$ cat config.mk
export PLATFORM = sky130hd
export DESIGN_NAME = p5_writeback_flat
export DESIGN_NICKNAME = d
export VERILOG_FILES = /design/src/rtl/simple_pkg.sv /design/src/rtl/p5_writeback_if.sv /design/src/rtl/p5_writeback_regfile.sv /design/src/rtl/p5_writeback.sv /design/src/flat_wrapper.sv
export SDC_FILE = /design/constraint.sdc
export NUM_CORES = 1
export LEC_CHECK = 0
export ABC_AREA = 1
export CAP_MARGIN = 25
export CORE_MARGIN = 2
export CORE_UTILIZATION = 59
export DETAILED_ROUTE_END_ITERATION = 6
export GPL_TIMING_DRIVEN = 0
export PLACE_DENSITY = 0.82
export SYNTH_ARGS = -nofsm -noshare
export SYNTH_HDL_FRONTEND = slang
export SYNTH_SLANG_ARGS = --single-unit
$ cat constraint.sdc
create_clock -name clock -period 2.6 [get_ports clock]
set_input_delay 0.52 -clock clock [delete_from_list [all_inputs] [get_ports clock]]
set_output_delay 0.52 -clock clock [all_outputs]
set_load 0.03 [all_outputs]
$ cat src/rtl/simple_pkg.sv
// ---------------------------------------------------------------------------
// simple_pkg
// Shared constants for the SIMPLE pipeline writeback stage.
//   DATA_W        : register and datapath width
//   REG_N         : number of architectural registers
//   ADDR_W        : register address width
//   PEND_W        : width of each pending-write counter
//   PEND_MAX      : largest value a pending counter can hold
//   REG_RESET_VAL : value every register takes on reset
// ---------------------------------------------------------------------------
package simple_pkg;

    localparam int DATA_W = 16;
    localparam int REG_N  = 8;
    localparam int ADDR_W = 3;
    localparam int PEND_W = 2;

    localparam logic [PEND_W-1:0] PEND_MAX      = '1;
    localparam logic [DATA_W-1:0] REG_RESET_VAL = 16'h0000;

endpackage

$ cat src/rtl/p5_writeback_if.sv
// ---------------------------------------------------------------------------
// p5_writeback_if
// Bundle of every non-clock signal between the writeback stage and its
// neighbours (memory-access result, decode read ports, decode issue port).
//   wbData/wbWrite/wbAddr       : committed result from memory access
//   readAddrA/B, readUseA/B     : decode source operands
//   issueValid/Write/Addr       : decode issue request
//   readDataA/B                 : bypassed register values
//   stall                       : decode must hold
//   scoreboardError             : sticky pending-counter fault
//   writebackCount              : commits since reset
// Modports: master = pipeline side driving requests, slave = writeback stage.
// ---------------------------------------------------------------------------
interface p5_writeback_if;
    import simple_pkg::*;

    logic [DATA_W-1:0] wbData;
    logic              wbWrite;
    logic [ADDR_W-1:0] wbAddr;
    logic [ADDR_W-1:0] readAddrA;
    logic [ADDR_W-1:0] readAddrB;
    logic              readUseA;
    logic              readUseB;
    logic              issueValid;
    logic              issueWrite;
    logic [ADDR_W-1:0] issueAddr;
    logic [DATA_W-1:0] readDataA;
    logic [DATA_W-1:0] readDataB;
    logic              stall;
    logic              scoreboardError;
    logic [15:0]       writebackCount;

    modport master (
        output wbData, wbWrite, wbAddr,
        output readAddrA, readAddrB, readUseA, readUseB,
        output issueValid, issueWrite, issueAddr,
        input  readDataA, readDataB, stall, scoreboardError, writebackCount
    );

    modport slave (
        input  wbData, wbWrite, wbAddr,
        input  readAddrA, readAddrB, readUseA, readUseB,
        input  issueValid, issueWrite, issueAddr,
        output readDataA, readDataB, stall, scoreboardError, writebackCount
    );

endinterface

$ cat src/rtl/p5_writeback_regfile.sv
// ---------------------------------------------------------------------------
// regfile8x16
// Architectural register file with two write-through read ports.
//   clock, resetN          : clock and asynchronous active-low reset
//   i_wbData/i_wbWrite/i_wbAddr : commit port
//   i_readAddrA/B          : read addresses
//   o_readDataA/B          : register value, or the committing value when the
//                            same register is written this cycle
// ---------------------------------------------------------------------------
module regfile8x16
    import simple_pkg::*;
(
    input  logic              clock,
    input  logic              resetN,
    input  logic [DATA_W-1:0] i_wbData,
    input  logic              i_wbWrite,
    input  logic [ADDR_W-1:0] i_wbAddr,
    input  logic [ADDR_W-1:0] i_readAddrA,
    input  logic [ADDR_W-1:0] i_readAddrB,
    output logic [DATA_W-1:0] o_readDataA,
    output logic [DATA_W-1:0] o_readDataB
);

    logic [DATA_W-1:0] r_regs [REG_N];

    // Register array: every register, including r0, is general purpose.
    always_ff @(posedge clock or negedge resetN) begin
        if (!resetN) begin
            for (int i = 0; i < REG_N; i++) begin
                r_regs[i] <= REG_RESET_VAL;
            end
        end else if (i_wbWrite) begin
            r_regs[i_wbAddr] <= i_wbData;
        end
    end

    // Bypass lets decode see a result in the same cycle it commits.
    always_comb begin
        o_readDataA = r_regs[i_readAddrA];
        o_readDataB = r_regs[i_readAddrB];
        if (i_wbWrite && (i_wbAddr == i_readAddrA)) begin
            o_readDataA = i_wbData;
        end
        if (i_wbWrite && (i_wbAddr == i_readAddrB)) begin
            o_readDataB = i_wbData;
        end
    end

endmodule

$ cat src/rtl/p5_writeback.sv
// ---------------------------------------------------------------------------
// p5_writeback
// Writeback stage: commits results into the register file, serves bypassed
// reads to decode, and keeps a per-register pending-write scoreboard that
// stalls decode on read-after-write hazards and counter saturation.
//   clock, resetN : clock and asynchronous active-low reset
//   bus           : p5_writeback_if slave (commit, read, issue, status)
// ---------------------------------------------------------------------------
module p5_writeback
    import simple_pkg::*;
(
    input  logic           clock,
    input  logic           resetN,
    p5_writeback_if.slave  bus
);

    logic [PEND_W-1:0] r_pending [REG_N];
    logic              r_scoreboardError;
    logic [15:0]       r_writebackCount;

    logic [REG_N-1:0]  w_dec;
    logic [REG_N-1:0]  w_inc;
    logic [PEND_W-1:0] w_effA;
    logic [PEND_W-1:0] w_effB;
    logic              w_stall;
    logic [DATA_W-1:0] w_readDataA;
    logic [DATA_W-1:0] w_readDataB;

    regfile8x16 u_regfile (
        .clock       (clock),
        .resetN      (resetN),
        .i_wbData    (bus.wbData),
        .i_wbWrite   (bus.wbWrite),
        .i_wbAddr    (bus.wbAddr),
        .i_readAddrA (bus.readAddrA),
        .i_readAddrB (bus.readAddrB),
        .o_readDataA (w_readDataA),
        .o_readDataB (w_readDataB)
    );

    // One decrement strobe per register for the commit happening this cycle.
    always_comb begin
        w_dec = '0;
        for (int r = 0; r < REG_N; r++) begin
            w_dec[r] = bus.wbWrite && (bus.wbAddr == ADDR_W'(r));
        end
    end

    // A commit landing this cycle already resolves one pending write, so it
    // is subtracted before deciding whether a source is still outstanding.
    // The saturation term keeps an issue from pushing a counter past 3.
    always_comb begin
        w_effA  = r_pending[bus.readAddrA] - PEND_W'(w_dec[bus.readAddrA]);
        w_effB  = r_pending[bus.readAddrB] - PEND_W'(w_dec[bus.readAddrB]);
        w_stall = bus.issueValid &&
                  ((bus.readUseA && (w_effA != '0)) ||
                   (bus.readUseB && (w_effB != '0)) ||
                   (bus.issueWrite && (r_pending[bus.issueAddr] == PEND_MAX) &&
                    !w_dec[bus.issueAddr]));
    end

    // Increment strobes only for issues that are actually accepted.
    always_comb begin
        w_inc = '0;
        for (int r = 0; r < REG_N; r++) begin
            w_inc[r] = bus.issueValid && bus.issueWrite &&
                       (bus.issueAddr == ADDR_W'(r)) && !w_stall;
        end
    end

    // Scoreboard counters: inc and dec on the same edge cancel out. An
    // unmatched commit or an impossible overflow holds the counter and
    // raises the sticky error flag.
    always_ff @(posedge clock or negedge resetN) begin
        if (!resetN) begin
            for (int r = 0; r < REG_N; r++) begin
                r_pending[r] <= '0;
            end
            r_scoreboardError <= 1'b0;
        end else begin
            for (int r = 0; r < REG_N; r++) begin
                case ({w_inc[r], w_dec[r]})
                    2'b10: begin
                        if (r_pending[r] == PEND_MAX) begin
                            r_scoreboardError <= 1'b1;
                        end else begin
                            r_pending[r] <= r_pending[r] + PEND_W'(1);
                        end
                    end
                    2'b01: begin
                        if (r_pending[r] == '0) begin
                            r_scoreboardError <= 1'b1;
                        end else begin
                            r_pending[r] <= r_pending[r] - PEND_W'(1);
                        end
                    end
                    default: begin
                    end
                endcase
            end
        end
    end

    // Commit counter, free-running modulo 2^16.
    always_ff @(posedge clock or negedge resetN) begin
        if (!resetN) begin
            r_writebackCount <= 16'h0000;
        end else if (bus.wbWrite) begin
            r_writebackCount <= r_writebackCount + 16'h0001;
        end
    end

    assign bus.readDataA       = w_readDataA;
    assign bus.readDataB       = w_readDataB;
    assign bus.stall           = w_stall;
    assign bus.scoreboardError = r_scoreboardError;
    assign bus.writebackCount  = r_writebackCount;

endmodule

$ cat src/flat_wrapper.sv
// flat-port wrapper written by rule: the top's interface ports become plain ports
module p5_writeback_flat import simple_pkg::*;
  (clock, resetN, bus_wbData, bus_wbWrite, bus_wbAddr, bus_readAddrA, bus_readAddrB, bus_readUseA, bus_readUseB, bus_issueValid, bus_issueWrite, bus_issueAddr, bus_readDataA, bus_readDataB, bus_stall, bus_scoreboardError, bus_writebackCount);
  p5_writeback_if bus_i ();
  input  logic clock;
  input  logic resetN;
  input wire logic [$bits(bus_i.wbData)-1:0] bus_wbData;
  input wire logic [$bits(bus_i.wbWrite)-1:0] bus_wbWrite;
  input wire logic [$bits(bus_i.wbAddr)-1:0] bus_wbAddr;
  input wire logic [$bits(bus_i.readAddrA)-1:0] bus_readAddrA;
  input wire logic [$bits(bus_i.readAddrB)-1:0] bus_readAddrB;
  input wire logic [$bits(bus_i.readUseA)-1:0] bus_readUseA;
  input wire logic [$bits(bus_i.readUseB)-1:0] bus_readUseB;
  input wire logic [$bits(bus_i.issueValid)-1:0] bus_issueValid;
  input wire logic [$bits(bus_i.issueWrite)-1:0] bus_issueWrite;
  input wire logic [$bits(bus_i.issueAddr)-1:0] bus_issueAddr;
  output wire logic [$bits(bus_i.readDataA)-1:0] bus_readDataA;
  output wire logic [$bits(bus_i.readDataB)-1:0] bus_readDataB;
  output wire logic [$bits(bus_i.stall)-1:0] bus_stall;
  output wire logic [$bits(bus_i.scoreboardError)-1:0] bus_scoreboardError;
  output wire logic [$bits(bus_i.writebackCount)-1:0] bus_writebackCount;
  assign bus_i.wbData = bus_wbData;
  assign bus_i.wbWrite = bus_wbWrite;
  assign bus_i.wbAddr = bus_wbAddr;
  assign bus_i.readAddrA = bus_readAddrA;
  assign bus_i.readAddrB = bus_readAddrB;
  assign bus_i.readUseA = bus_readUseA;
  assign bus_i.readUseB = bus_readUseB;
  assign bus_i.issueValid = bus_issueValid;
  assign bus_i.issueWrite = bus_issueWrite;
  assign bus_i.issueAddr = bus_issueAddr;
  assign bus_readDataA = bus_i.readDataA;
  assign bus_readDataB = bus_i.readDataB;
  assign bus_stall = bus_i.stall;
  assign bus_scoreboardError = bus_i.scoreboardError;
  assign bus_writebackCount = bus_i.writebackCount;
  p5_writeback u_core (.clock(clock), .resetN(resetN), .bus(bus_i));
endmodule
[Yosys cells after proc, flatten, opt, wreduce, memory -nomap -nowiden]
Cells that the tools add are included.
Storage, ports and cells
  memories: 0
  bits in latches: 0
  output and inout bits: 50
  ROM bits: 0
  input bits: 35
  bits in registers: 161
  logic and storage cells: 245
  memory bits (writable): 0
Operators by class
  add/sub/neg operators: 19
  mux-type cells: 74
  eq/ne operators: 57
  reduce and logical (&&, ||, !) cells: 65
  order comparisons: 8
  bitwise operators: 4
  div/mod/pow operators: 0
  $mul: 0
  shifts and indexed selects: 0
Operators by type and width (count)
  128-bit bitwise mux: 1
  16-bit two-way mux: 7
  16-bit binary-select mux with 3-bit select: 2
  16-bit demux with 3-bit select: 1
  2-bit two-way mux: 22
  2-bit equality test, second input constant: 17
  1-bit logical AND: 33
  2-bit inequality test, second input constant: 16
  2-bit one-hot mux with 2 select lines: 8
  3-bit equality test, second input constant: 8
  3-bit AND reduction: 8
  2-bit nonzero test: 10
  1-bit two-way mux: 19
  2-bit binary-select mux with 3-bit select: 3
  16-bit by 1-bit adder with 16-bit output, second input constant: 1
  2-bit by 1-bit adder with 2-bit output, second input constant: 8
  2-bit by 1-bit equality test with 1-bit output, second input constant: 8
  4-bit greater-or-equal comparator, second input constant: 4
  2-bit zero test: 8
  3-bit inverter with 4-bit output: 4
  1-bit one-hot mux with 2 select lines: 8
  2-bit by 1-bit subtractor with 2-bit output, second input constant: 8
  3-bit by 2-bit equality test with 1-bit output, second input constant: 4
  3-bit by 4-bit less-than comparator with 1-bit output, second input constant: 3
  8 further kinds: 16

[Depth between registers and ports, before layout]
Gate-level depths: netlist of the first run.
  word-level depth: 28
  gate-level depth with buffers: 22
  gate-level depth less buffers: 21

[Hierarchy]
Synthesis of the first run repeated with hierarchy kept, for this count alone.
Unflattened totals
  cells, all modules: 1633
  area, all modules: 10642.7 um^2
By module, submodules not included
  regfile8x16: seq. area each 3203.1 um^2, cells each 1199, times used 1, area an instance 7821.3 um^2
  p5_writeback: seq. area each 825.8 um^2, cells each 434, times used 1, area an instance 2821.5 um^2

[Worst setup path before layout of the first run]
Ideal clock, no wire load.
  path kind: in2reg
  from: input port bus_readAddrA[0]
  to: register u_core.r_scoreboardError, in the netlist u_core.bus.scoreboardError
  arrival time: 2.351 ns
  cell stages on the path: 19
  path slack: 0.112 ns
  buffers on the path: 2
  required time: 2.463 ns
  library setup time: 0.137 ns
  cells stage by stage: buf_4 -> inv_1 -> buf_4 -> nand2_1 -> nand3_1 -> nand3_1 -> nand3_1 -> nand3_1 -> nand2_1 -> nand2_1 -> nand2_2 -> nand3_1 -> ha_1 -> inv_1 -> nor3_1 -> o21ai_0 -> o21ai_0 -> a211oi_1 -> nand4_1
Between the ends
  longest elaborated chain between the ends: 28
  elaborated cells on any way between the ends: 59
  those cells by class: add/sub: 1; eq/ne: 16; mux: 27; bitwise: 1; reduce/logical: 14
Ends and longest elaborated chain
  start, declared: line flat_wrapper.sv:10  | input wire logic [$bits(bus_i.readAddrA)-1:0] bus_readAddrA;
  3-bit inverter with 4-bit output (implied by the code): line p5_writeback.sv:53  | w_effA = r_pending[bus.readAddrA] - PEND_W'(w_dec[bus.readAddrA]);
  2-bit binary-select mux with 3-bit select: line p5_writeback.sv:53
  2-bit two-way mux (implied by the code) (2 in a row): line p5_writeback.sv:53
  2-bit by 1-bit subtractor with 2-bit output (*): line p5_writeback.sv:53
  2-bit nonzero test (*): line p5_writeback.sv:56  | ((bus.readUseA && (w_effA != '0)) ||
  1-bit logical AND (*): line p5_writeback.sv:56
  1-bit logical OR (*): line p5_writeback.sv:56
  1-bit logical OR (*): line p5_writeback.sv:57  | (bus.readUseB && (w_effB != '0)) ||
  (+11 left out)
  1-bit two-way mux (on tied branches): line p5_writeback.sv:91, p5_writeback.sv:84
  1-bit one-hot mux with 2 select lines: line p5_writeback.sv:82  | case ({w_inc[r], w_dec[r]})
  1-bit two-way mux (on tied branches): line p5_writeback.sv:91, p5_writeback.sv:84
  1-bit one-hot mux with 2 select lines: line p5_writeback.sv:82
  1-bit two-way mux (on tied branches): line p5_writeback.sv:91, p5_writeback.sv:84
  1-bit one-hot mux with 2 select lines: line p5_writeback.sv:82
  1-bit two-way mux (on tied branches): line p5_writeback.sv:91, p5_writeback.sv:84
  1-bit one-hot mux with 2 select lines (*): line p5_writeback.sv:82
  end signal, assigned: line p5_writeback.sv:79  | r_scoreboardError <= 1'b0;
  end signal, assigned: line p5_writeback.sv:85  | r_scoreboardError <= 1'b1;
  end signal, assigned: line p5_writeback.sv:92  | r_scoreboardError <= 1'b1;
  end, declared: line p5_writeback.sv:18  | logic r_scoreboardError;
Every way passes the cells marked *; elsewhere a longest branch is shown, timed or not. The select of a mux whose other input is x is not followed.
A chain may end at the register's enable or synchronous reset.

[Worst setup path in the final report of the first run]
  from: input port bus_readAddrA[1]
  to: output port bus_readDataA[7]
Between the ends
  longest elaborated chain between the ends: 5
  elaborated cells on any way between the ends: 7
  those cells by class: eq/ne: 1; mux: 4; bitwise: 1; reduce/logical: 1
Ends and longest elaborated chain
  3-bit inverter with 4-bit output (implied by the code): line p5_writeback_regfile.sv:39  | o_readDataA = r_regs[i_readAddrA];
  16-bit binary-select mux with 3-bit select: line p5_writeback_regfile.sv:39
  16-bit two-way mux (implied by the code) (2 in a row): line p5_writeback_regfile.sv:39
  16-bit two-way mux (*): line p5_writeback_regfile.sv:41  | if (i_wbWrite && (i_wbAddr == i_readAddrA)) begin
  end, declared: line flat_wrapper.sv:17  | output wire logic [$bits(bus_i.readDataA)-1:0] bus_readDataA;
Marks and branches as above.

==> out/results.md, run 1 <==
| Result | Value | Unit |
|---|---|---|
| Clock edge transition at the registers on the reported setup and hold paths | 0.07 | ns |
| Overall fraction of global-route tracks in use | 42.9 | % |
| CP top delay family | buffers and inverters | - |
| Width of the die | 134 | µm |
| Shortest period the worst path allows | 2.63 | ns |
| Initial standard-cell utilization of the core | 60.1 | % |
| Port Buffer Count | 77 | - |
| Slew Limit Fails | 0 | - |
| Crit path required time | 2.08 | ns |
| Max Cap Violations | 0 | - |
| Post-route DRC violation count | 9 | - |
| Largest area contributor in the synthesized netlist | dfrtp_1 | - |
| Worst endpoint data arrival time | 2.11 | ns |
| Net count of the mapped netlist | 1,436 | - |
| Hold violation total from the final report | 0 | - |
| Final weighted congestion in routability-driven placement | 1.02 | - |
| Violation count after the first detailed-route iteration | 1,701 | - |
| Leakage | 5.55 | nW |
| Antenna violations before repair | 1 | - |
| Cells after Synth | 1,384 | - |
| Number of global-route vias before repair | 10,400 | - |
| Number of levels the H-tree was split into | 4 | - |
| Clock network latency to the later pin of the worst-skew pair | 0.45 | ns |
| Hold bufs inserted after CTS | 0 | - |
| Status | finished with violations | - |
| Total setup violations reported at the end of the flow | 3 | - |
| Area growth from synthesis to final layout | 19.5 | % |
| PnR Total Power | 0.00880 | W |
| CTS tree | yes | - |
| Class of the worst hold path | input port to asynchronous set/reset pin | - |
| #FFs+latches synth | 161 | - |
| DR vias/cell | 6.48 | - |
| Fraction of power spent switching nets | 39.0 | % |
| Initial DRT Pass Iterations | 7 | - |
| Largest incremental delay on the critical path | 0.31 | ns |
| Area share of the leading cell type in the synthesized netlist | 40.7 | % |
| Per-cell routed wire length | 22.0 | µm |
| Area of the die | 17,800 | µm² |
| Maximum root-to-sink buffer count | 2 | - |
| Crit path max fanout | 10 | - |
| Half-perimeter wire length after detailed placement | 26,500 | µm |
| Reported net switching power | 0.00344 | W |
| Grt ovf | 0 | - |
| Final cell count without fillers | 1,726 | - |
| Clock Power Share | 28.5 | % |
| Total Wirelength | 38,000 | µm |
| Leading cell types in the layout, fill and taps excluded | nand2_1 (285), o21ai_0 (239), dfrtp_1 (154), inv_1 (137), nand3_1 (120) | - |
| Share of layout cells above drive strength 1 | 13.7 | % |
| Cell count after placement | 1,682 | - |
| Row count | 47 | - |
| Worst IR drop on VDD | 0.575 | mV |
| CTS buffer count | 17 | - |
| CP cell instances | buf_2, buf_4, buf_2, a21oi_1, o21ai_0, nand3_1, o211ai_1, o21ai_2, buf_2 | - |
| Fmax | 0.381 | GHz |
| Violations in the final reports | design-rule violations, negative setup slack | - |
| Antenna-violating nets left | 0 | - |
| Top-level I/O count | 85 | - |
| Cell Int Power | 0.00537 | W |
| Largest cells by area after synthesis | dfrtp_1 (41%), o21ai_0 (14%), nand2_1 (11%), nand3_1 (6.2%), inv_1 (5.7%) | - |
| Most prevalent standard cell on the critical path | buf_2 | - |
| Worst path bufs/invs | 4 | - |
| Final nets | 1,545 | - |
| Element type at the critical path end | primary output | - |
| Setup repair after global routing missed its margin | yes | - |
| Die height | 134 | µm |
| Most common cell after layout, fill and taps aside | nand2_1 | - |
| Critical path start-end classification | input port to primary output | - |
| Clock root buffer | clkbuf_16 | - |
| Power per Cell Area | 744 | nW/µm² |
| Stages on the worst setup path | 9 | - |
| Smallest setup slack after layout | -0.0263 | ns |
| Total inserted antenna cells | 0 | - |
| Synth cell types | 31 | - |
| Clock Skew | 0.00777 | ns |
| CTS sink cnt | 161 | - |
| Vias | 11,200 | - |
| Global-route wire length before repair | 57,900 | µm |
| Proportion of synthesized chip area in sequential cells | 40.7 | % |
| Pin count of the biggest net entering global routing | 95 | - |
| Cell type of the slowest stage on the worst timing path | buf_2 | - |
| Netlist Area Pre-Place | 9900 | µm² |
| Slew of the pin with the lowest slew margin | 0.779 | ns |
| Startpoint class of the critical path | input port | - |
| Sequential group share of total power | 41.0 | % |
| Normalized max-slew margin | 48.1 | % |
| Setup Slack @ Placement | -1.20 | ns |
| Synth Area per Inst | 7.15 | µm² |
| Yosys warns | 0 | - |
| Placeable core region | 16,500 | µm² |
| Logic pwr share | 30.4 | % |
| Cell count of the worst reg-to-reg path | 15 | - |
| Final period utilization | 101 | % |
[cells by family (layout without fill, tap and decap cells)]
| group | after synthesis | after routing | share of synthesized area, % |
|---|---|---|---|
| AND/OR/NAND/NOR | 508 | 508 | 21.7 |
| AO/OA/AOI/OAI | 437 | 437 | 24.1 |
| XOR/XNOR | 17 | 17 | 1.50 |
| adder cells (fa/ha/maj) | 17 | 17 | 2.15 |
| flip-flops | 161 | 161 | 40.7 |
| buffers and inverters | 244 | 366 | 9.85 |
[repair_timing]
item	4_1_cts	5_1_grt
setup endpoints to repair	48	41
setup buffers	2	11
pin swaps	6	10
resized for setup	302	88
[power by group through the flow]
| stage | combinational (W) | clock [W] | sequential [W] |
|---|---|---|---|
| final | 0.00268 | 0.00251 | 0.00361 |
| after global routing | 0.00291 | 0.00258 | 0.00366 |
| after CTS | 0.00253 | 0.00248 | 0.00356 |
| after detailed placement | 0.00253 | 0 | 0.00358 |
| after global placement | 0.00247 | 0 | 0.00357 |
| after floorplan | 0.00158 | 0 | 0.00351 |
[area by class of cell]
class	count	area (µm²)
Multi-Input combinational cell	979	5040
Clock inverter	10	103
Inverter	154	582
Buffer	89	544
Tap cell	220	275
Sequential cell	161	4040
Clock buffer	22	464
Fill cell	1394	4640
Timing Repair Buffer	91	779
[cell usage after synthesis (all sizes together)]
cell type and count:
nand2 295, nor2 63, a32o 1, ha 17, o22ai 1, o211ai 68, o21bai 1, dfrtp 161
o21ai 275, nor3 15, clkbuf 53, a211oi 4, or2 3, xnor2 3, a21o 1, a21oi 85
xor2 14, nand4 4, nand3b 2, inv 154, buf 37, nand3 126, a31o 1
[per-layer routing]
metal	track usage, %	wire (µm)	vias up
li1	-	-	4847
met1	53.4	13700	5087
met2	66.5	16600	937
met3	9.82	4440	309
met4	29.5	3360	0
met5	0	0	-
[path summary, 6_finish.rpt]
path / start / to / slack [ns]
max: bus_readAddrA[1] / bus_readDataA[7] / -0.03
min: resetN / u_core.u_regfile.r_regs[86]$_DFFE_PN0P_ / 0.01
max reg2reg: u_core.r_pending[12]$_DFFE_PN0P_ / u_core.bus.scoreboardError$_DFF_PN0_ / 0.10
min reg2reg: u_core.u_regfile.r_regs[37]$_DFFE_PN0P_ / u_core.u_regfile.r_regs[37]$_DFFE_PN0P_ / 0.49
max in group asynchronous: resetN / u_core.r_pending[0]$_DFFE_PN0P_ / 1.68
min in group clock: u_core.u_regfile.r_regs[37]$_DFFE_PN0P_ / u_core.u_regfile.r_regs[37]$_DFFE_PN0P_ / 0.49
[flip-flops by register name, indices dropped and copies added (netlist names)]
register and count:
u_core.u_regfile.r_regs 128, u_core.bus.writebackCount 16, u_core.bus.scoreboardError 1, u_core.r_pending 16
[through the flow]
step	util [%]	setup TNS, ns	hold slack (ns)	cell area, µm²
CTS	70.7	0	0.0548	11600
global route	71.8	-0.153	0.0647	11800
detailed placement	66.7	-45.89	0.473	11000
finish	71.8	-0.0436	0.0111	11800
floorplan	-	0	0.224	9900
global placement	66.5	-932.42	0.467	10900
Power figures use the tool's default switching activity.
==> run 2: changes to the inputs <==
--- a/config.mk
+++ b/config.mk
@@ -9,9 +9,11 @@
 export CAP_MARGIN = 25
 export CORE_MARGIN = 2
 export CORE_UTILIZATION = 59
+export CTS_CLUSTER_DIAMETER = 120
 export DETAILED_ROUTE_END_ITERATION = 6
 export GPL_TIMING_DRIVEN = 0
 export PLACE_DENSITY = 0.82
 export SYNTH_ARGS = -nofsm -noshare
 export SYNTH_HDL_FRONTEND = slang
 export SYNTH_SLANG_ARGS = --single-unit
+export TNS_END_PERCENT = 1
==> run 2 against run 1 <==
The run still ends with design-rule violations, negative setup slack left. Die area stayed put. Register-to-register slack worse by 0.14 ns. Combinational power hardly changed. Clock-buffer cell count stayed put. Hold slack worse by 0.0064 ns. Total power is 0.75% lower. Non-clock buffer count is 9 lower. Critical path type unchanged.
==> out/results.md, run 2 (same netlist as run 1, synthesis figures left out) <==
| Result | Value | Unit |
|---|---|---|
| Status | finished with violations | - |
| Violations in the final reports | design-rule violations, negative setup slack | - |
| Leading cell types in the layout, fill and taps excluded | nand2_1 (287), o21ai_0 (243), dfrtp_1 (161), inv_1 (146), nand3_1 (122) | - |
| Final weighted congestion in routability-driven placement | 1.02 | - |
| Antenna violations before repair | 0 | - |
| Smallest setup slack after layout | -0.123 | ns |
| Global-route wire length before repair | 57,600 | µm |
| Leakage | 5.51 | nW |
| CP cell instances | buf_2, buf_4, buf_4, o21ai_0, o211ai_1, nand3_1, o21ai_2, buf_6 | - |
| Startpoint class of the critical path | input port | - |
| Final period utilization | 105 | % |
| Clock root buffer | clkbuf_16 | - |
| Share of layout cells above drive strength 1 | 11.5 | % |
| Placeable core region | 16,500 | µm² |
| Class of the worst hold path | input port to asynchronous set/reset pin | - |
| Fmax | 0.367 | GHz |
| Per-cell routed wire length | 22.1 | µm |
| Antenna-violating nets left | 0 | - |
| RR Endpoint | u_core.bus.scoreboardError$_DFF_PN0_ | - |
| Vias | 11,200 | - |
| Port Buffer Count | 77 | - |
| Crit path max fanout | 10 | - |
| Crit path required time | 2.08 | ns |
| Normalized max-slew margin | 45.7 | % |
| Die height | 134 | µm |
| Summed negative setup slack over all endpoints | -0.366 | ns |
| Worst endpoint data arrival time | 2.20 | ns |
| Violation count after the first detailed-route iteration | 1,706 | - |
| Max Cap Violations | 0 | - |
| DR vias/cell | 6.50 | - |
| Top-level I/O count | 85 | - |
| Hold violation total from the final report | 0 | - |
| Number of levels the H-tree was split into | 4 | - |
| Most common cell after layout, fill and taps aside | nand2_1 | - |
| Slew Limit Fails | 0 | - |
| Initial standard-cell utilization of the core | 60.1 | % |
| Clock network latency to the later pin of the worst-skew pair | 0.45 | ns |
| Area growth from synthesis to final layout | 18.2 | % |
| Width of the die | 134 | µm |
| Initial DRT Pass Iterations | 7 | - |
| Cell count after placement | 1,682 | - |
| Half-perimeter wire length after detailed placement | 26,500 | µm |
| Final cell count without fillers | 1,717 | - |
| Slew of the pin with the lowest slew margin | 0.815 | ns |
| Number of global-route vias before repair | 10,400 | - |
| CTS tree | yes | - |
| Post-route DRC violation count | 1 | - |
| Start of the worst register-to-register path | u_core.r_pending[14]$_DFFE_PN0P_ | - |
| CTS buffer count | 17 | - |
| Clock Skew | 0.00769 | ns |
| Total Wirelength | 37,900 | µm |
| Maximum root-to-sink buffer count | 2 | - |
| Most prevalent standard cell on the critical path | buf_4 | - |
| Total inserted antenna cells | 0 | - |
| Critical path start-end classification | input port to primary output | - |
| Element type at the critical path end | primary output | - |
| CTS sink cnt | 161 | - |
| Overall fraction of global-route tracks in use | 42.7 | % |
| Final Core Density | 71.1 | % |
| Power per Cell Area | 747 | nW/µm² |
| Shortest period the worst path allows | 2.72 | ns |
| Setup repair after global routing missed its margin | yes | - |
| PnR Total Power | 0.00874 | W |
| Row count | 47 | - |
| Grt ovf | 0 | - |
| Final nets | 1,536 | - |
| Worst hold margin | 0.00468 | ns |
| Area of the die | 17,800 | µm² |
| Largest incremental delay on the critical path | 0.49 | ns |
| Cell count of the worst reg-to-reg path | 15 | - |
| Cell type of the slowest stage on the worst timing path | o211ai_1 | - |
| Most flops, register | u_core.u_regfile.r_regs | - |
| Total setup violations reported at the end of the flow | 7 | - |
| Largest register FFs | 128 | - |
| Clock edge transition at the registers on the reported setup and hold paths | 0.07 | ns |
| Pin count of the biggest net entering global routing | 95 | - |
| Reg2Reg Setup Slack | -0.04 | ns |
| Number of fill cells in the layout | 1,424 | - |
| Worst IR drop on VDD | 0.549 | mV |
==> run 2: cell types whose count changed in the layout (fill, tap and decap cells not counted), moves of 4 or more <==
| cell | delta |
|---|---|
| buf_4 | -9 |
| clkdlybuf4s15_2 | +7 |
| clkdlybuf4s18_2 | -4 |
| dfrtp_1 | +7 |
| dfrtp_2 | -7 |
| inv_1 | +9 |
| inv_2 | -8 |
| nor2_4 | -4 |
| o21ai_0 | +4 |
==> run 2: worst max path at each step <==
stage	startpoint	end	cells after the start
global route	bus_issueAddr[2]	u_core.bus.scoreboardError$_DFF_PN0_	13
detailed placement	bus_readAddrB[0]	bus_readDataB[12]	10
floorplan	bus_readAddrA[0]	u_core.bus.scoreboardError$_DFF_PN0_	19
global placement	resetN	u_core.r_pending[1]$_DFFE_PN0P_	1
CTS	bus_readAddrB[0]	bus_readDataB[11]	10
finish	bus_readAddrB[1]	bus_readDataB[12]	8
==> run 2: timing repair <==
action	CTS	global route
endpoints found under the setup margin	48	44
setup buffers	0	3
hold buffers	0	0
gates resized for setup	275	75
pin swaps	3	9
==> run 2: worst max-delay path: cells and delay by family <==
kind                   cells  cell delay [ns]
AND/OR/NAND/NOR            1             0.16
buffers and inverters      4             0.80
AO/OA/AOI/OAI              3             0.72
==> run 2: layout make-up <==
| class | instances | area, µm² | share of cell area (%) |
|---|---|---|---|
| plain buffers | 90 | 536 | 4.58 |
| clock buffers | 22 | 464 | 3.97 |
| clock inverters | 10 | 103 | 0.877 |
| inverters | 154 | 578 | 4.94 |
| multi-input cells | 979 | 4990 | 42.6 |
| flip-flops and latches | 161 | 4030 | 34.4 |
| well taps | 220 | 275 | 2.35 |
| repair buffers | 81 | 726 | 6.20 |
==> run 2: report_power, final <==
part | leakage (nW) | switching [W] | total, W | internal, W
Combinational | 3.26 | 0.00174 | 0.00265 | 0.000910
Clock | 0.260 | 0.00113 | 0.00251 | 0.00138
Sequential | 1.99 | 0.000534 | 0.00358 | 0.00304
==> run 2: stage by stage <==
step	area, µm²	setup slack (ns)
after floorplan	9900	0.112
after global placement	10900	-5.53
after detailed placement	11000	-1.20
after CTS	11700	-0.0632
after global routing	11700	-0.136
final	11700	-0.123
==> run 2: metal layers <==
metal / vias to the layer above / global-route usage [%] / share of wire (%)
met5: - / 0 / 0
met4: 0 / 31.4 / 8.6
met3: 281 / 9.13 / 12
met2: 956 / 65.6 / 44
met1: 5078 / 53.4 / 36
li1: 4837 / - / -
==> run 3: changes to the inputs <==
--- a/config.mk
+++ b/config.mk
@@ -5,7 +5,6 @@
 export SDC_FILE = /design/constraint.sdc
 export NUM_CORES = 1
 export LEC_CHECK = 0
-export ABC_AREA = 1
 export CAP_MARGIN = 25
 export CORE_MARGIN = 2
 export CORE_UTILIZATION = 59
@@ -13,6 +12,7 @@
 export DETAILED_ROUTE_END_ITERATION = 6
 export GPL_TIMING_DRIVEN = 0
 export PLACE_DENSITY = 0.82
+export SLEW_MARGIN = 10
 export SYNTH_ARGS = -nofsm -noshare
 export SYNTH_HDL_FRONTEND = slang
 export SYNTH_SLANG_ARGS = --single-unit
==> run 3 against run 2 <==
The flow finishes with violations (negative hold slack, negative setup slack). Clock power is 2% higher. Core utilization increased by 2.7 points. Global-route usage down 8.5 points. Synthesized cell count shrank 36%. Final cell count is 28% lower. Setup slack worse by 0.50 ns. Highest routed layer unchanged.
==> out/results.md, run 3 <==
| Result | Value | Unit |
|---|---|---|
| CTS buffer count | 17 | - |
| Most frequently used flop master after synthesis | dfrtp_1 | - |
| Element type at the critical path end | flop | - |
| Normalized max-slew margin | 40.2 | % |
| Clock Skew | 0.0114 | ns |
| Shortest period the worst path allows | 3.23 | ns |
| Initial standard-cell utilization of the core | 60.3 | % |
| Crit path required time | 2.92 | ns |
| Half-perimeter wire length after detailed placement | 17,400 | µm |
| Status | finished with violations | - |
| DR vias/cell | 6.60 | - |
| Cell count after placement | 1,168 | - |
| Area of the die | 17,200 | µm² |
| Clock Power Share | 27.4 | % |
| Slew Limit Fails | 0 | - |
| Dominant cell by count in the synthesized netlist | nand2_1 | - |
| Per-cell routed wire length | 23.7 | µm |
| Crit path max fanout | 8 | - |
| Yosys warns | 0 | - |
| Final instance area | 11,700 | µm² |
| Fmax | 0.310 | GHz |
| Cells after Synth | 890 | - |
| Pin count of the biggest net entering global routing | 100 | - |
| Maximum root-to-sink buffer count | 2 | - |
| Largest area contributor in the synthesized netlist | dfrtp_1 | - |
| Final period utilization | 124 | % |
| Net count of the mapped netlist | 942 | - |
| Worst endpoint data arrival time | 3.55 | ns |
| Slew of the pin with the lowest slew margin | 0.897 | ns |
| Netlist Area Pre-Place | 9550 | µm² |
| Most common cell after layout, fill and taps aside | nand2_1 | - |
| Clock root buffer | clkbuf_16 | - |
| Class of the worst hold path | input port to asynchronous set/reset pin | - |
| Port Buffer Count | 60 | - |
| Vias | 8,104 | - |
| Global-route wire length before repair | 44,900 | µm |
| Post-route DRC violation count | 0 | - |
| Largest register FFs | 128 | - |
| Antenna violations before repair | 0 | - |
| Hold violation total from the final report | 4 | - |
| Logic pwr share | 34.2 | % |
| Total Wirelength | 29,000 | µm |
| Proportion of synthesized chip area in sequential cells | 42.2 | % |
| Final cell count without fillers | 1,228 | - |
| Cell Int Power | 0.00606 | W |
| CTS tree | yes | - |
| Area growth from synthesis to final layout | 22.2 | % |
| Worst hold margin | -0.0147 | ns |
| Antenna-violating nets left | 0 | - |
| Smallest setup slack after layout | -0.626 | ns |
| Clock edge transition at the registers on the reported setup and hold paths | 0.07 | ns |
| Synth cell types | 48 | - |
| Reported net switching power | 0.00331 | W |
| Setup repair after global routing missed its margin | yes | - |
| Synth Area per Inst | 10.7 | µm² |
| Most flops, register | u_core.u_regfile.r_regs | - |
| Violations in the final reports | negative hold slack, negative setup slack | - |
| #FFs+latches synth | 161 | - |
| Share of layout cells above drive strength 1 | 33.4 | % |
| Async set-reset flop share out of synthesis | 100 | % |
| Critical path start-end classification | flop to flop | - |
| Total setup violations reported at the end of the flow | 41 | - |
| Number of fill cells in the layout | 1,013 | - |
| Total inserted antenna cells | 0 | - |
| Setup Slack @ Placement | -1.59 | ns |
| Most instantiated cells after synthesis | nand2_1 (215), dfrtp_1 (161), mux4_2 (72) | - |
| Startpoint class of the critical path | flop | - |
| Final weighted congestion in routability-driven placement | 0.888 | - |
| Clock network latency to the later pin of the worst-skew pair | 0.45 | ns |
| Width of the die | 131 | µm |
| Grt ovf | 0 | - |
| Number of global-route vias before repair | 8,134 | - |
| Initial DRT Pass Iterations | 6 | - |
| Leading cell types in the layout, fill and taps excluded | nand2_1 (215), dfrtp_1 (145), mux4_2 (72), mux2_2 (66), a21oi_1 (56) | - |
| Max Cap Violations | 0 | - |
| Placeable core region | 15,800 | µm² |
| Placed standard-cell area | 10,500 | µm² |
| Worst IR drop on VDD | 0.624 | mV |
| Number of synthesized flops with an enable pin | 0 | - |
| CTS sink cnt | 161 | - |
| Largest cells by area after synthesis | dfrtp_1 (42%), mux4_2 (17%), nand2_1 (8.5%), mux2_2 (7.9%), mux2i_1 (3.8%) | - |
| Violation count after the first detailed-route iteration | 1,065 | - |
| Overall fraction of global-route tracks in use | 34.3 | % |
| Die height | 131 | µm |
| Final nets | 1,052 | - |
| Top-level I/O count | 85 | - |
| Fraction of power spent switching nets | 35.4 | % |
| Number of levels the H-tree was split into | 4 | - |
| Sequential group share of total power | 38.5 | % |
| Row count | 46 | - |
| Area share of the leading cell type in the synthesized netlist | 42.2 | % |
| Leakage | 5.13 | nW |
| Final Core Density | 73.7 | % |
| Power per Cell Area | 803 | nW/µm² |
run 3: stage by stage:
stage                     total power [W]  hold WS [ns]  TNS, ns
after detailed placement          0.00647         0.462   -80.37
after floorplan                   0.00550         0.224    -2.39
after global routing              0.00971        0.0418    -9.69
after global placement            0.00634         0.459  -974.86
final                             0.00937       -0.0147    -6.53
after CTS                         0.00917        0.0210    -2.89
run 3: worst paths after layout:
path	startpoint	to	slack, ns	cells past startpoint
max	u_core.r_pending[14]$_DFFE_PN0P_	u_core.bus.scoreboardError$_DFF_PN0_	-0.63	12
max in group asynchronous	resetN	u_core.r_pending[10]$_DFFE_PN0P_	1.73	2
min in group clock	bus_wbData[1]	u_core.u_regfile.r_regs[49]$_DFFE_PN0P_	0.43	3
min reg2reg	u_core.bus.writebackCount[15]$_DFFE_PN0P_	u_core.bus.writebackCount[15]$_DFFE_PN0P_	0.47	1
max reg2reg	u_core.r_pending[14]$_DFFE_PN0P_	u_core.bus.scoreboardError$_DFF_PN0_	-0.63	12
min	resetN	u_core.r_pending[9]$_DFFE_PN0P_	-0.01	1
run 3: power groups by stage:
stage	logic [W]	registers (W)	clock network (W)
2_1_floorplan	0.00190	0.00359	0
5_1_grt	0.00338	0.00366	0.00267
6_report	0.00320	0.00360	0.00257
4_1_cts	0.00305	0.00357	0.00255
3_5_place_dp	0.00281	0.00366	0
3_3_place_gp	0.00272	0.00362	0
run 3: kinds of logic after synthesis:
| logic type | count (synthesis) | synth area share, % |
|---|---|---|
| AND/OR/NAND/NOR | 345 | 16.0 |
| multiplexers | 175 | 28.7 |
| flip-flops | 161 | 42.2 |
| AO/OA/AOI/OAI | 87 | 4.98 |
| buffers and inverters | 81 | 3.75 |
| XOR/XNOR | 24 | 2.20 |
| adder cells (fa/ha/maj) | 17 | 2.23 |
run 3: routing by layer:
layer | up-vias | global-route usage [%] | wire [µm]
met4 | 0 | 18.4 | 1430
li1 | 3379 | - | -
met3 | 137 | 9.84 | 3300
met2 | 600 | 53.5 | 13600
met1 | 3988 | 43.8 | 10700
met5 | - | 0 | 0
run 3: repair_timing:
action / CTS / global route
setup endpoints to repair: 67 / 49
hold buffers: 0 / 0
pin swaps: 24 / 7
gates resized for setup: 224 / 23
setup buffers: 27 / 2
run 3: cell type report:
cell class	count	area (µm²)	area share, %
buffer	65	423	3.62
clock buffer	17	425	3.65
clock inverter	14	156	1.34
inverter	16	63.8	0.547
multi-input combinational	648	5430	46.5
sequential	161	4050	34.7
tap	216	270	2.32
timing repair buffer	91	850	7.28
run 3: critical path, stage by stage, from the launching register on:
cell and delay (ns):
dfrtp_2 0.46, mux4_2 0.50, mux2i_4 0.19, xor2_1 0.11, o21ai_2 0.18, nand3_4 0.19, or3_4 0.43, ha_4 0.18
nand2b_1 0.12, o22ai_1 0.08, a22o_1 0.23, nor4_4 0.34, nand2_1 0.10
